`config.mk`:
```
export PLATFORM = sky130hd
export DESIGN_NAME = bank_sram_ctrl
export DESIGN_NICKNAME = d
export VERILOG_FILES = /design/src/rtl/bank_sram_ctrl_pkg.sv /design/src/rtl/bank_sram_ctrl_fsm.sv /design/src/rtl/bank_sram_ctrl.sv
export SDC_FILE = /design/constraint.sdc
export NUM_CORES = 1
export LEC_CHECK = 0
export ABC_AREA = 1
export CORE_AREA = 3 3 479 481
export CTS_CLUSTER_SIZE = 24
export DETAILED_ROUTE_END_ITERATION = 10
export DIE_AREA = 0 0 482 484
export GPL_TIMING_DRIVEN = 0
export SLEW_MARGIN = 0
export SYNTH_ARGS = -nofsm -noshare
export SYNTH_HDL_FRONTEND = slang
export SYNTH_SLANG_ARGS = --single-unit
```
`constraint.sdc`:
```
create_clock -name clk_i -period 22 [get_ports clk_i]
set_input_delay 4.4 -clock clk_i [delete_from_list [all_inputs] [get_ports clk_i]]
set_output_delay 4.4 -clock clk_i [all_outputs]
set_load 0.02 [all_outputs]
```
`src/rtl/bank_sram_ctrl_pkg.sv`:
```
// Shared bank definitions: opcodes, offset states and
// the controller FSM encoding.
package bank_sram_ctrl_pkg;

  localparam logic [1:0] SC_OP_WR    = 2'd0;
  localparam logic [1:0] SC_OP_RD    = 2'd1;
  localparam logic [1:0] SC_OP_RD_LF = 2'd2;
  localparam logic [1:0] SC_OP_WB    = 2'd3;

  localparam logic [1:0] SC_ST_DIRTY = 2'b11;

  typedef enum logic [2:0] {
    SC_IDLE,
    SC_ACC0,
    SC_ACC1,
    SC_RD,
    SC_CAP,
    SC_RESP,
    SC_WB
  } sc_state_e;

endpackage

```
`src/rtl/bank_sram_ctrl_fsm.sv`:
```
// Bank controller sequencer: state register and
// next-state logic for the single outstanding request.
module bank_sram_ctrl_fsm
  import bank_sram_ctrl_pkg::*;
(
  input  logic       clk_i,
  input  logic       rst_ni,
  input  logic       accept_i,
  input  logic [1:0] op_i,
  input  logic       rsp_ready_i,
  input  logic       wb_ready_i,
  output sc_state_e  state_o
);

  sc_state_e state_q, state_d;

  always_ff @(posedge clk_i) begin
    if (!rst_ni) state_q <= SC_IDLE;
    else         state_q <= state_d;
  end

  always_comb begin
    state_d = state_q;
    unique case (state_q)
      SC_IDLE: if (accept_i) state_d = SC_ACC0;
      SC_ACC0: begin
        unique case (op_i)
          SC_OP_WR: state_d = SC_RESP;
          SC_OP_RD: state_d = SC_CAP;
          default:  state_d = SC_ACC1;
        endcase
      end
      SC_ACC1: state_d = (op_i == SC_OP_WB) ?
                         SC_CAP : SC_RD;
      SC_RD:   state_d = SC_CAP;
      SC_CAP:  state_d = (op_i == SC_OP_WB) ?
                         SC_WB : SC_RESP;
      SC_RESP: if (rsp_ready_i) state_d = SC_IDLE;
      SC_WB:   if (wb_ready_i) state_d = SC_IDLE;
      default: state_d = SC_IDLE;
    endcase
  end

  assign state_o = state_q;

endmodule

```
`src/rtl/bank_sram_ctrl.sv`:
```
// Bank SRAM controller: write, read, linefill and writeback.
// Define BANK_SRAM_CTRL_PERF_EN for per-opcode accept counters.
module bank_sram_ctrl
  import bank_sram_ctrl_pkg::*;
#(
  parameter int ADDR_W = 7,
  parameter int DATA_W = 128
) (
  input  logic                clk_i,
  input  logic                rst_ni,
  input  logic                iq_sc_valid_i,
  output logic                iq_sc_ready_o,
  input  logic [1:0]          iq_sc_channel_id_i,
  input  logic [2:0]          iq_sc_opcode_i,
  input  logic [ADDR_W-1:0]   iq_sc_set_way_offset_i,
  input  logic [7:0]          iq_sc_wbuffer_id_i,
  input  logic [2:0]          iq_sc_xbar_rob_num_i,
  input  logic [1:0]          iq_sc_cacheline_state_offset0_i,
  input  logic [1:0]          iq_sc_cacheline_state_offset1_i,
  input  logic [DATA_W-1:0]   iq_sc_linefill_data_offset0_i,
  input  logic [DATA_W-1:0]   iq_sc_linefill_data_offset1_i,
  output logic [7:0]          wbuffer_rd_id_o,
  input  logic [DATA_W-1:0]   wbuffer_rdata_i,
  output logic                sram_cen_o,
  output logic                sram_wen_o,
  output logic [ADDR_W-1:0]   sram_addr_o,
  output logic [DATA_W-1:0]   sram_wdata_o,
  input  logic [DATA_W-1:0]   sram_rdata_i,
  output logic                rsp_valid_o,
  input  logic                rsp_ready_i,
  output logic [1:0]          rsp_ch_id_o,
  output logic [2:0]          rsp_rob_num_o,
  output logic                rsp_is_write_o,
  output logic [DATA_W-1:0]   rsp_data_o,
  output logic                wb_valid_o,
  input  logic                wb_ready_i,
  output logic [ADDR_W-2:0]   wb_line_addr_o,
  output logic [2*DATA_W-1:0] wb_data_o,
  output logic [3:0][31:0]    perf_cnt_o
);

  sc_state_e           state;
  logic                accept;
  logic                unused_op2;

  logic [1:0]          ch_q;
  logic [1:0]          op_q;
  logic [ADDR_W-1:0]   off_q;
  logic [7:0]          wbid_q;
  logic [2:0]          rob_q;
  logic [1:0]          st0_q, st1_q;
  logic [DATA_W-1:0]   lf0_q, lf1_q;
  logic [DATA_W-1:0]   rsp_data_q;
  logic [DATA_W-1:0]   wb_lo_q, wb_hi_q;
  logic [ADDR_W-2:0]   line;

  assign accept     = iq_sc_valid_i && iq_sc_ready_o;
  assign unused_op2 = iq_sc_opcode_i[2];
  assign line       = off_q[ADDR_W-1:1];

  bank_sram_ctrl_fsm u_fsm (
    .clk_i       (clk_i),
    .rst_ni      (rst_ni),
    .accept_i    (accept),
    .op_i        (op_q),
    .rsp_ready_i (rsp_ready_i),
    .wb_ready_i  (wb_ready_i),
    .state_o     (state)
  );

  always_ff @(posedge clk_i) begin
    if (accept) begin
      ch_q   <= iq_sc_channel_id_i;
      op_q   <= iq_sc_opcode_i[1:0];
      off_q  <= iq_sc_set_way_offset_i;
      wbid_q <= iq_sc_wbuffer_id_i;
      rob_q  <= iq_sc_xbar_rob_num_i;
      st0_q  <= iq_sc_cacheline_state_offset0_i;
      st1_q  <= iq_sc_cacheline_state_offset1_i;
      lf0_q  <= iq_sc_linefill_data_offset0_i;
      lf1_q  <= iq_sc_linefill_data_offset1_i;
    end
    // offset0 of a writeback returns while offset1 is read
    if (state == SC_ACC1 && op_q == SC_OP_WB)
      wb_lo_q <= sram_rdata_i;
    if (state == SC_CAP) begin
      if (op_q == SC_OP_WB) wb_hi_q <= sram_rdata_i;
      else                  rsp_data_q <= sram_rdata_i;
    end
  end

  always_comb begin
    sram_cen_o   = 1'b0;
    sram_wen_o   = 1'b0;
    sram_addr_o  = off_q;
    sram_wdata_o = wbuffer_rdata_i;
    unique case (1'b1)
      (state == SC_ACC0 && op_q == SC_OP_WR): begin
        sram_cen_o = 1'b1;
        sram_wen_o = 1'b1;
      end
      (state == SC_ACC0 && op_q == SC_OP_RD): begin
        sram_cen_o = 1'b1;
      end
      (state == SC_ACC0 && op_q == SC_OP_RD_LF): begin
        sram_cen_o   = (st0_q != SC_ST_DIRTY);
        sram_wen_o   = sram_cen_o;
        sram_addr_o  = {line, 1'b0};
        sram_wdata_o = lf0_q;
      end
      (state == SC_ACC0 && op_q == SC_OP_WB): begin
        sram_cen_o  = 1'b1;
        sram_addr_o = {line, 1'b0};
      end
      (state == SC_ACC1 && op_q == SC_OP_RD_LF): begin
        sram_cen_o   = (st1_q != SC_ST_DIRTY);
        sram_wen_o   = sram_cen_o;
        sram_addr_o  = {line, 1'b1};
        sram_wdata_o = lf1_q;
      end
      (state == SC_ACC1 && op_q == SC_OP_WB): begin
        sram_cen_o  = 1'b1;
        sram_addr_o = {line, 1'b1};
      end
      (state == SC_RD): begin
        sram_cen_o = 1'b1;
      end
      default: ;
    endcase
  end

  assign iq_sc_ready_o   = (state == SC_IDLE);
  assign wbuffer_rd_id_o = wbid_q;
  assign rsp_valid_o     = (state == SC_RESP);
  assign rsp_ch_id_o     = ch_q;
  assign rsp_rob_num_o   = rob_q;
  assign rsp_is_write_o  = (op_q == SC_OP_WR);
  assign rsp_data_o      = rsp_is_write_o ? '0 : rsp_data_q;
  assign wb_valid_o      = (state == SC_WB);
  assign wb_line_addr_o  = line;
  assign wb_data_o       = {wb_hi_q, wb_lo_q};

`ifdef BANK_SRAM_CTRL_PERF_EN
  logic [3:0][31:0] perf_q;

  always_ff @(posedge clk_i) begin
    if (!rst_ni)
      perf_q <= '0;
    else if (accept)
      perf_q[iq_sc_opcode_i[1:0]] <=
        perf_q[iq_sc_opcode_i[1:0]] + 32'd1;
  end

  assign perf_cnt_o = perf_q;
`else
  assign perf_cnt_o = '0;
`endif

endmodule

```
==> metrics.txt <==
# TYPE chip_impl_metric gauge
chip_impl_info{name="cts_root_buf",value="sky130_fd_sc_hd__clkbuf_16"} 1
chip_impl_metric{name="post-place-cells",unit=""} 5957
chip_impl_info{name="synthDominantAreaCellType",value="sky130_fd_sc_hd__edfxtp_1"} 1
chip_impl_metric{name="worst-path-max-fanout",unit=""} 1
chip_impl_metric{name="worst_setup_hold_path_clk_slew",unit="ns"} 0.07
chip_impl_metric{name="tightestPinTransition",unit="ns"} 0.921
chip_impl_metric{name="area_of_the_placeable_core",unit="sq um"} 225000
chip_impl_metric{name="drt-total-wl",unit="mm"} 142
chip_impl_metric{name="worst-endpoint-arrival",unit="ns"} 6.30
chip_impl_metric{name="via_count",unit=""} 18900
chip_impl_metric{name="gpl.final_weighted_congestion",unit=""} 0.902
chip_impl_info{name="critPathTopFamily",value="buffers and inverters"} 1
chip_impl_metric{name="detail_route.drc_violations",unit=""} 0
chip_impl_info{name="crit_path_cells",value="clkdlybuf4s50_1 -> nand3_1 -> nand3_1 -> clkdlybuf4s50_1"} 1
chip_impl_metric{name="setup_viol_count_final",unit=""} 0
chip_impl_metric{name="p_int",unit="mW"} 2.91
chip_impl_metric{name="synth.ff_latch_count",unit=""} 669
chip_impl_metric{name="gr-usage-all-layers",unit="%"} 11.6
chip_impl_metric{name="finalCritPeriodShare",unit="%"} 48.6
chip_impl_info{name="setup_repair_after_global_routing_missed_its_margin",value="no"} 1
chip_impl_metric{name="ctsLongestPathBuffers",unit=""} 3
chip_impl_metric{name="fmaxAchievable",unit="GHz"} 0.0934
chip_impl_metric{name="grt_first_pass_wirelength",unit="mm"} 180
chip_impl_metric{name="ff2ff_setup_slack",unit="ns"} 17.35
chip_impl_info{name="netlist_top_cells_count",value="sky130_fd_sc_hd__edfxtp_1 (666), sky130_fd_sc_hd__nand2_1 (271), sky130_fd_sc_hd__nand3_1 (261)"} 1
chip_impl_metric{name="power_frac_comb",unit="%"} 29.8
chip_impl_metric{name="timing.critical_path.slowest_cell_delay",unit="ns"} 0.70
chip_impl_metric{name="grt_pass1_vias",unit=""} 19400
chip_impl_metric{name="floorplan.die_area",unit="sq um"} 233000
chip_impl_metric{name="total_power",unit="mW"} 4.37
chip_impl_metric{name="critical_path_required",unit="ns"} 17.60
chip_impl_metric{name="number_of_flops_mapped_to_enable_cells_by_yosys",unit=""} 666
chip_impl_metric{name="post_synth_inst_count",unit=""} 1716
chip_impl_metric{name="slew_violations",unit=""} 0
chip_impl_metric{name="vdd_ir_drop_max",unit="mV"} 0.0737
chip_impl_info{name="cts_tree",value="yes"} 1
chip_impl_metric{name="p_switching",unit="mW"} 1.47
chip_impl_metric{name="drt_pre_antenna_iters",unit=""} 5
chip_impl_info{name="critical_path.slowest_cell",value="sky130_fd_sc_hd__clkdlybuf4s50_1"} 1
chip_impl_info{name="run_status",value="finished clean"} 1
chip_impl_metric{name="cts_buffers",unit=""} 79
chip_impl_metric{name="drt-vias-per-instance",unit=""} 3.09
chip_impl_metric{name="holdBufCountCts",unit=""} 0
chip_impl_metric{name="grt_remaining_overflow",unit=""} 0
chip_impl_metric{name="final_util",unit="%"} 19.2
chip_impl_metric{name="htree_num_levels",unit=""} 3
chip_impl_metric{name="wl_per_cell",unit="um"} 23.2
chip_impl_metric{name="hold_violations",unit=""} 0
chip_impl_metric{name="setup-tns-final",unit="ns"} 0
chip_impl_metric{name="rows",unit=""} 174
chip_impl_metric{name="post-cts-setup-buffers",unit=""} 0
chip_impl_metric{name="numPortBuffers",unit=""} 1086
chip_impl_metric{name="grt_max_degree",unit=""} 87
chip_impl_metric{name="synth.cell_area",unit="sq um"} 25100
chip_impl_metric{name="synthesis.yosys.warnings",unit=""} 0
chip_impl_metric{name="cellPowerDensity",unit="nW/um^2"} 101
chip_impl_metric{name="floorplan.initialDensity",unit="%"} 11.2
chip_impl_metric{name="final_nets",unit=""} 3590
chip_impl_metric{name="seq_area_frac_synth",unit="%"} 79.9
chip_impl_info{name="timing_worst_setup_path_type",value="primary input to output port"} 1
chip_impl_metric{name="clkPwrFrac",unit="%"} 29.6
chip_impl_metric{name="clock_sinks",unit=""} 669
chip_impl_metric{name="postSynth.asyncResetShare",unit="%"} 0
chip_impl_metric{name="synth_largest_type_area_fraction",unit="%"} 79.6
chip_impl_metric{name="postSynthAreaPerCell",unit="sq um"} 14.6
chip_impl_metric{name="worst-path-buf-inv",unit=""} 2
chip_impl_metric{name="dr.first_iter.drc_count",unit=""} 1142
chip_impl_metric{name="reg_power_share",unit="%"} 40.6
chip_impl_metric{name="dpl-instance-area",unit="sq um"} 40700
chip_impl_metric{name="layoutNonFillerInstCount",unit=""} 6115
chip_impl_metric{name="die_h",unit="um"} 484
chip_impl_metric{name="finalInstanceArea",unit="sq um"} 43300
chip_impl_metric{name="chipWidth",unit="um"} 482
chip_impl_metric{name="ios",unit=""} 1216
chip_impl_info{name="ys.flop_type",value="sky130_fd_sc_hd__edfxtp_1"} 1
chip_impl_metric{name="flow.area_growth_from_synthesis",unit="%"} 72.3
chip_impl_metric{name="post-route-min-period",unit="ns"} 10.70
chip_impl_metric{name="slew_headroom",unit="%"} 38.4
chip_impl_metric{name="detailedPlacementHpwl",unit="mm"} 119
chip_impl_metric{name="max_cap_viol_count",unit=""} 0
chip_impl_metric{name="synth_cell_types",unit=""} 21
chip_impl_info{name="dominant_cells_by_area_after_synthesis",value="sky130_fd_sc_hd__edfxtp_1 (80%), sky130_fd_sc_hd__nand3_1 (5.2%), sky130_fd_sc_hd__buf_4 (4.4%)"} 1
chip_impl_info{name="critPathCaptureType",value="output port"} 1
chip_impl_metric{name="postRouteAntennaNets",unit=""} 0
chip_impl_metric{name="switching_share",unit="%"} 33.5
chip_impl_info{name="post-synth-top-count-cell",value="sky130_fd_sc_hd__edfxtp_1"} 1
chip_impl_metric{name="initial_antenna_violation_count",unit=""} 51
chip_impl_info{name="holdCritPathClass",value="flop to flop"} 1
chip_impl_metric{name="cts-resized-gates",unit=""} 0
chip_impl_metric{name="cellLeakagePower",unit="nW"} 15.5
chip_impl_metric{name="clk_latency",unit="ns"} 0.70
chip_impl_info{name="cp-start-kind",value="primary input"} 1
chip_impl_metric{name="final_layout_size_suffix_gt1_share",unit="%"} 11.7
chip_impl_metric{name="finalClockSkew",unit="ns"} 0.0434
flip-flops by register name (all words and copies together) (netlist names):
name and count:
off_q 7, st0_q 2, rsp_data_q 128, st1_q 2
u_fsm.state_o 3, wb_lo_q 128, lf0_q 128, wbuffer_rd_id_o 8
op_q 2, wb_hi_q 128, lf1_q 128, rsp_ch_id_o 2
rsp_rob_num_o 3
per-layer routing:
layer | global-route usage (%) | part of all wire, %
met5 | 0 | 0.077
met4 | 5.34 | 4.9
met3 | 5.16 | 12
met2 | 20.3 | 49
met1 | 11.9 | 34
worst paths after layout:
| check | from | end | cells after the start |
|---|---|---|---|
| max reg2reg | op_q[1] | rsp_data_q[83] | 18 |
| max | wbuffer_rdata_i[60] | sram_wdata_o[60] | 4 |
| min reg2reg | u_fsm.state_o[0] | rsp_data_q[66] | 1 |
| min | u_fsm.state_o[0] | rsp_data_q[66] | 1 |
layout by cell type, fill, tap and decap left out:
cell,netlist,routed
sky130_fd_sc_hd__o21ai_0,4,4
sky130_fd_sc_hd__diode_2,0,14
sky130_fd_sc_hd__clkbuf_1,8,22
sky130_fd_sc_hd__nor3_1,3,3
sky130_fd_sc_hd__a21oi_1,2,2
sky130_fd_sc_hd__buf_2,35,35
sky130_fd_sc_hd__dfxtp_1,3,3
sky130_fd_sc_hd__clkinv_4,0,3
sky130_fd_sc_hd__buf_16,0,4
sky130_fd_sc_hd__clkinv_2,0,10
sky130_fd_sc_hd__nand2_2,2,2
sky130_fd_sc_hd__nand2_1,271,271
sky130_fd_sc_hd__clkbuf_2,0,1
sky130_fd_sc_hd__buf_6,21,21
sky130_fd_sc_hd__inv_1,141,140
sky130_fd_sc_hd__buf_8,1,1
sky130_fd_sc_hd__bufinv_16,0,3
sky130_fd_sc_hd__clkinv_8,0,3
sky130_fd_sc_hd__buf_4,146,166
sky130_fd_sc_hd__conb_1,1,128
sky130_fd_sc_hd__clkinv_1,0,18
sky130_fd_sc_hd__clkinv_16,0,4
sky130_fd_sc_hd__a31oi_1,1,1
sky130_fd_sc_hd__nor2_1,142,140
sky130_fd_sc_hd__nand3_2,1,1
sky130_fd_sc_hd__inv_2,5,5
sky130_fd_sc_hd__edfxtp_1,666,666
sky130_fd_sc_hd__nor4_2,0,1
sky130_fd_sc_hd__nor2_4,1,3
sky130_fd_sc_hd__inv_6,0,3
sky130_fd_sc_hd__clkinvlp_4,0,6
sky130_fd_sc_hd__clkdlybuf4s50_1,0,1086
sky130_fd_sc_hd__inv_8,0,1
sky130_fd_sc_hd__buf_12,0,12
sky130_fd_sc_hd__clkbuf_16,0,79
sky130_fd_sc_hd__nand3_1,261,261
cell type report:
type	count	area, sq um
Fill cell	24400	182000
Sequential cell	669	20100
Timing Repair Buffer	1122	11400
Tap cell	2992	3740
Multi-Input combinational cell	817	3450
Clock buffer	94	2030
Buffer	211	1550
Inverter	146	556
Clock inverter	50	474
Antenna cell	14	35.0
worst register-to-register path: stages, from the launching register on:
cell and delay (ns):
sky130_fd_sc_hd__edfxtp_1 0.44, sky130_fd_sc_hd__nand2_1 0.22, sky130_fd_sc_hd__inv_1 0.14, sky130_fd_sc_hd__nor4_2 0.53, sky130_fd_sc_hd__buf_4 0.30, sky130_fd_sc_hd__buf_4 0.22, sky130_fd_sc_hd__buf_4 0.20, sky130_fd_sc_hd__buf_4 0.18
sky130_fd_sc_hd__buf_4 0.19, sky130_fd_sc_hd__buf_4 0.20, sky130_fd_sc_hd__buf_4 0.20, sky130_fd_sc_hd__buf_4 0.20, sky130_fd_sc_hd__buf_4 0.20, sky130_fd_sc_hd__buf_4 0.17, sky130_fd_sc_hd__buf_4 0.18, sky130_fd_sc_hd__buf_4 0.17
sky130_fd_sc_hd__buf_4 0.18, sky130_fd_sc_hd__buf_4 0.21, sky130_fd_sc_hd__buf_4 0.21
stage by stage:
stage          setup WS [ns]  hold slack (ns)
3_5_place_dp           11.09            0.691
3_3_place_gp           -2.57            0.638
6_report               11.30            0.716
5_1_grt                11.16            0.729
4_1_cts                11.09            0.712
2_1_floorplan           5.06            0.612
power groups by stage:
stage | registers [mW] | clock network, mW | logic, mW
after floorplan | 1.93 | 0 | 0.496
after global placement | 2.00 | 0 | 1.25
after detailed placement | 1.80 | 0 | 1.32
after CTS | 1.78 | 1.35 | 1.33
after global routing | 1.79 | 1.39 | 1.38
final | 1.78 | 1.29 | 1.30
cells by family (layout without fill, tap and decap cells):
family | count (synthesis) | count (layout) | share of synthesized area, %
compound gates | 7 | 7 | 0.145
buf+inv | 357 | 1623 | 8.37
flops | 669 | 669 | 79.9
other cells | 1 | 142 | 0.0149
simple gates | 682 | 682 | 11.6
Power figures use the tool's default switching activity.
==> patch 1, RTL diff (same settings) <==
Re-encode `sc_state_e` (7 states) as Gray code, 3 bits wide.
--- a/src/rtl/bank_sram_ctrl_pkg.sv
+++ b/src/rtl/bank_sram_ctrl_pkg.sv
@@ -12,9 +12,9 @@
   typedef enum logic [2:0] {
-    SC_IDLE,
-    SC_ACC0,
-    SC_ACC1,
-    SC_RD,
-    SC_CAP,
-    SC_RESP,
-    SC_WB
+    SC_IDLE = 3'b000,
+    SC_ACC0 = 3'b001,
+    SC_ACC1 = 3'b011,
+    SC_RD   = 3'b010,
+    SC_CAP  = 3'b110,
+    SC_RESP = 3'b111,
+    SC_WB   = 3'b101
   } sc_state_e;
Formal check against the unedited RTL: same outputs for any inputs over 4 cycles, from zero or initial values and one cycle with rst_ni low; so few cycles prove little.
==> patch 1 against the original RTL <==
Routed wire length down 0.64%. First-iteration DRC count grew 2.4%. Total power decreased by 11%. Non-clock buffer count decreased by 16. Hold slack better by 0.062 ns. Register-to-register slack improved by 1.3 ns. Utilization about the same. Sequential cell count did not move. Cell area decreased by 0.22%. Area after synthesis down 0.37%. Global-route usage shrank 0.089 points. Setup slack improved by 0.042 ns.
==> patch 1: results (changes against the original RTL) <==
finish:
  n_clock_buffer: 99  # was 94
  num-nonclk-buffers: 1317  # was 1,333
  fill_cells: 24380  # was 24,400
  inverters: 144  # was 146
  diodes: 24  # was 14
  multi_input_area_share_pct: 7.995  # was 7.971%
  nets: 3575  # was 3,590
  drive_above_1_share_pct: 10.90  # was 11.71%
  buf_share_pct: 29.57  # was 29.87%
  final-clk-cell-share_pct: 5.906  # was 5.794%
  multi_input_comb_cells: 818  # was 817
routing:
  met1_length_mm: 44.82  # was 48.65 mm
  dr.max_layer_used: "met5"  # unchanged
  drt-wirelength-per-cell_um: 23.07  # was 23.19 µm
  wl_met3_mm: 14.05  # was 16.58 mm
  wl_met2_mm: 77.17  # was 69.54 mm
  via_per_inst: 3.088  # was 3.087
  drtIter0Drc: 1169  # was 1,142
yosys:
  synthTopCellsByCount: "666 x edfxtp_1, 276 x nand2_1, 260 x nand3_1, 168 x buf_4, 142 x nor2_1"  # was 666 x edfxtp_1, 271 x nand2_1, 261 x nand3_1, 146 x buf_4, 142 x nor2_1
  synth_ff_type: "edfxtp_1"  # unchanged
  synth_area_leaders: "edfxtp_1 80%, nand3_1 5.2%, buf_4 5.0%, nand2_1 4.1%, nor2_1 2.1%"  # was edfxtp_1 80%, nand3_1 5.2%, buf_4 4.4%, nand2_1 4.1%, nor2_1 2.1%
  synth.yosys.seq_area_share_pct: 80.18  # was 79.88%
critical_path:
  slowest_delay_ns: 0.70  # about the same
  arrival_ns: 6.26  # was 6.30 ns
pwr:
  powerSeq_mw: 1.66  # was 1.78 mW
  p_leak_nw: 15.34  # was 15.48 nW
  irDropWorstVdd_mv: 0.07194  # was 0.07370 mV
  p_comb_share_pct: 23.8  # was 29.8%
  p_int_mw: 2.708  # was 2.909 mW
global_route:
  antenna_found_initial: 75  # was 51
  grt_pass1_wl_mm: 178.4  # was 180.2 mm
  grtUsageMet1_pct: 10.73  # was 11.89%
  grt_util_met2_pct: 22.10  # was 20.31%
  grt_pass1_vias: 19040  # was 19,370
  track_usage_pct: 11.56  # was 11.65%
  use_met3_pct: 4.426  # was 5.157%
  grt_max_degree: 92  # was 87
clock_network:
  postCtsResizedCells: 0  # unchanged
  cts_buffers: 81  # was 79
  clkTransAtPathRegs_ns: 0.06
  clk_latency_ns: 0.71
  clock-sinks: 669  # unchanged
sta:
  tightest_slew_ns: 1.156  # was 0.9205 ns
  skew_ns: 0.04404  # was 0.04339 ns
placed_design:
  placed_cell_area_um2: 40570  # was 40,730 µm²
  hpwl_mm: 117.6  # was 118.6 mm
  gp_congestion: 0.8878  # was 0.9017
run_status:
  outcome: "finished, final reports clean"  # unchanged
-- patch 1: changes by cell type after synthesis, sizes merged --
| cell | before | now |
|---|---|---|
| nor4 | 1 | 0 |
| inv | 146 | 144 |
| a31oi | 1 | 0 |
| nand3 | 262 | 260 |
| nand4 | 0 | 1 |
| clkbuf | 8 | 14 |
| nand2 | 273 | 277 |
| o31ai | 0 | 1 |
| buf | 203 | 197 |
| o22ai | 0 | 1 |
| o21ai | 4 | 2 |
-- patch 1: per-stage QoR --
stage                     hold slack (ns)  setup slack, ns  power (mW)  std cells  util [%]
after floorplan                    0.6702            5.039       2.143       1842         -
after detailed placement           0.7539            11.14       2.639       5940     18.02
after global routing               0.8137            11.26       4.059       6103     19.17
after CTS                          0.7669            11.14       3.978       6085     19.15
after global placement             0.7080           -1.812       2.728       5920     17.82
final                              0.7778            11.34       3.899       6109     19.18
-- patch 1: final timing paths --
check | start | cells past startpoint | slack (ns) | end
max | wbuffer_rdata_i[44] | 4 | 11.34 | sram_wdata_o[44]
min | u_fsm.state_o[0] | 3 | 0.78 | u_fsm.state_o[2]
max reg2reg | u_fsm.state_o[2] | 11 | 18.69 | lf0_q[23]
min reg2reg | u_fsm.state_o[0] | 3 | 0.78 | u_fsm.state_o[2]
-- patch 1: worst reg2reg max path: stages (launching register included) --
cell     delay [ns]
dfxtp_1        0.30
buf_2          0.18
inv_1          0.15
nand2_1        0.14
nor2_4         0.57
buf_12         0.25
buf_12         0.23
buf_16         0.23
buf_16         0.19
buf_12         0.24
buf_12         0.25
buf_12         0.26
-- patch 1: cells by family (layout without fill, tap and decap cells) --
kind of cell	after synthesis	after routing	share of synthesized area [%]
buffers and inverters	355	1606	8.017
and+or+nand+nor	684	684	11.65
DFF	669	669	80.18
AOI/OAI and AO/OA	6	6	0.1351
other	1	152	0.01499
==> patch 2, RTL diff (same flow settings) <==
Made on the original files. The option `BANK_SRAM_CTRL_PERF_EN` is turned on by a define.
--- a/src/rtl/bank_sram_ctrl.sv
+++ b/src/rtl/bank_sram_ctrl.sv
@@ -2,2 +2,4 @@
 // Define BANK_SRAM_CTRL_PERF_EN for per-opcode accept counters.
+`define BANK_SRAM_CTRL_PERF_EN
+
 module bank_sram_ctrl
Behaviour: not the same (Yosys sat finds a counterexample within 4 cycles, from zero or initial values and one cycle with rst_ni low).
==> patch 2 against the original RTL <==
Sequential power grew 16%. Routed wire length grew 35%. Setup slack gained 0.074 ns. Total power grew 17%. Sequential cell count grew 128. Register-to-register slack gained 1.4 ns. Area after synthesis grew 23%. Cell area grew 16%.
==> patch 2: results (changes against the original RTL) <==
finish:
  drive_above_1_share_pct: 6.127  # was 11.71%
  fill_cells: 24360  # was 24,400
  diodes: 15  # was 14
  multi_input_comb_cells: 1552  # was 817
  num-nonclk-buffers: 1355  # was 1,333
  seq_share_pct: 45.01  # was 46.35%
  multi_input_area_share_pct: 12.79  # was 7.971%
  inverters: 293  # was 146
  nets: 4641  # was 3,590
  n_clock_buffer: 112  # was 94
  stdcell_count: 7185  # was 6,115
  final-clk-cell-share_pct: 6.324  # was 5.794%
yosys:
  syn_avg_cell_area_um2: 11.12  # was 14.63 µm²
  synth_top_area_share_pct: 65.00  # was 79.64%
  synthTopCellsByCount: "806 x nand2_1, 666 x edfxtp_1, 374 x nor2_1, 291 x inv_1, 204 x nand3_1"  # was 666 x edfxtp_1, 271 x nand2_1, 261 x nand3_1, 146 x buf_4, 142 x nor2_1
  ys_types: 29  # was 21
placed_design:
  hpwl_mm: 159.0  # was 118.6 mm
  dp_slack_ns: 11.26  # was 11.09 ns
  io_buffers: 1214  # was 1,086
  dp_cells: 6989  # was 5,957
hold_path:
  hold_depth: 2  # was 1
global_route:
  track_usage_pct: 15.69  # was 11.65%
  use_met3_pct: 6.273  # was 5.157%
  grt_max_degree: 129  # was 87
  antenna_found_initial: 62  # was 51
  grtUsageMet1_pct: 18.42  # was 11.89%
routing:
  drtIter0Drc: 2634  # was 1,142
  dr.pass1.iters: 6  # was 5
  drt-wirelength-per-cell_um: 26.60  # was 23.19 µm
clock_network:
  clk_latency_ns: 0.77  # was 0.70 ns
sta:
  slew_headroom_pct: 19.03  # was 38.41%
  skew_ns: 0.08276  # was 0.04339 ns
run_status:
  outcome: "finished, final reports clean"  # unchanged
pwr:
  irDropWorstVdd_mv: 0.1035  # was 0.07370 mV
  p_leak_nw: 18.55  # was 15.48 nW
[patch 2: cell count changes after synthesis, moves of 8 or more]
cell      delta
nand2_2      +9
nor2_2      +11
a21oi_1     +37
buf_4      -126
nor2_1     +232
nand2_1    +535
o21ai_0     +68
o21ai_1      +8
clkbuf_1    +54
inv_1      +150
nand3_1     -57
dfxtp_1    +128
buf_6       -15
[patch 2: path summary, 6_finish.rpt]
check | startpoint | end | slack [ns]
worst max-delay path | wbuffer_rdata_i[65] | sram_wdata_o[65] | 11.37
worst min-delay path | perf_cnt_o[65] | perf_cnt_o[65] | 0.56
worst max register to register | u_fsm.state_o[1] | lf1_q[99] | 18.75
worst min register to register | perf_cnt_o[65] | perf_cnt_o[65] | 0.56
[patch 2: power breakdown]
group	internal [mW]	leakage, nW	switching, mW
Clock	0.889	1.53	0.732
Sequential	1.95	7.21	0.117
Combinational	0.512	9.82	0.915
Total	3.35	18.6	1.76
[patch 2: worst max-delay path: cells and delay by family]
family	cells	cell delay, ns
AND/OR/NAND/NOR	2	0.33
buffers and inverters	2	1.48
[patch 2: logic make-up (layout without fill, tap and decap cells)]
family | after synthesis | after routing | share of synthesized area, %
adder cells (fa/ha/maj) | 1 | 1 | 0.04066
AO/OA/AOI/OAI | 122 | 122 | 2.009
flip-flops | 797 | 797 | 73.52
AND/OR/NAND/NOR | 1420 | 1420 | 18.51
buffers and inverters | 419 | 1829 | 5.636
other | 0 | 15 | 0
XOR/XNOR | 9 | 9 | 0.2806
[patch 2: stage by stage]
stage          hold slack (ns)  utilization [%]
3_3_place_gp            0.5454            20.73
2_1_floorplan           0.5906                -
5_1_grt                 0.6005            22.31
3_5_place_dp            0.5509            20.90
4_1_cts                 0.5694            22.31
6_report                0.5635            22.32
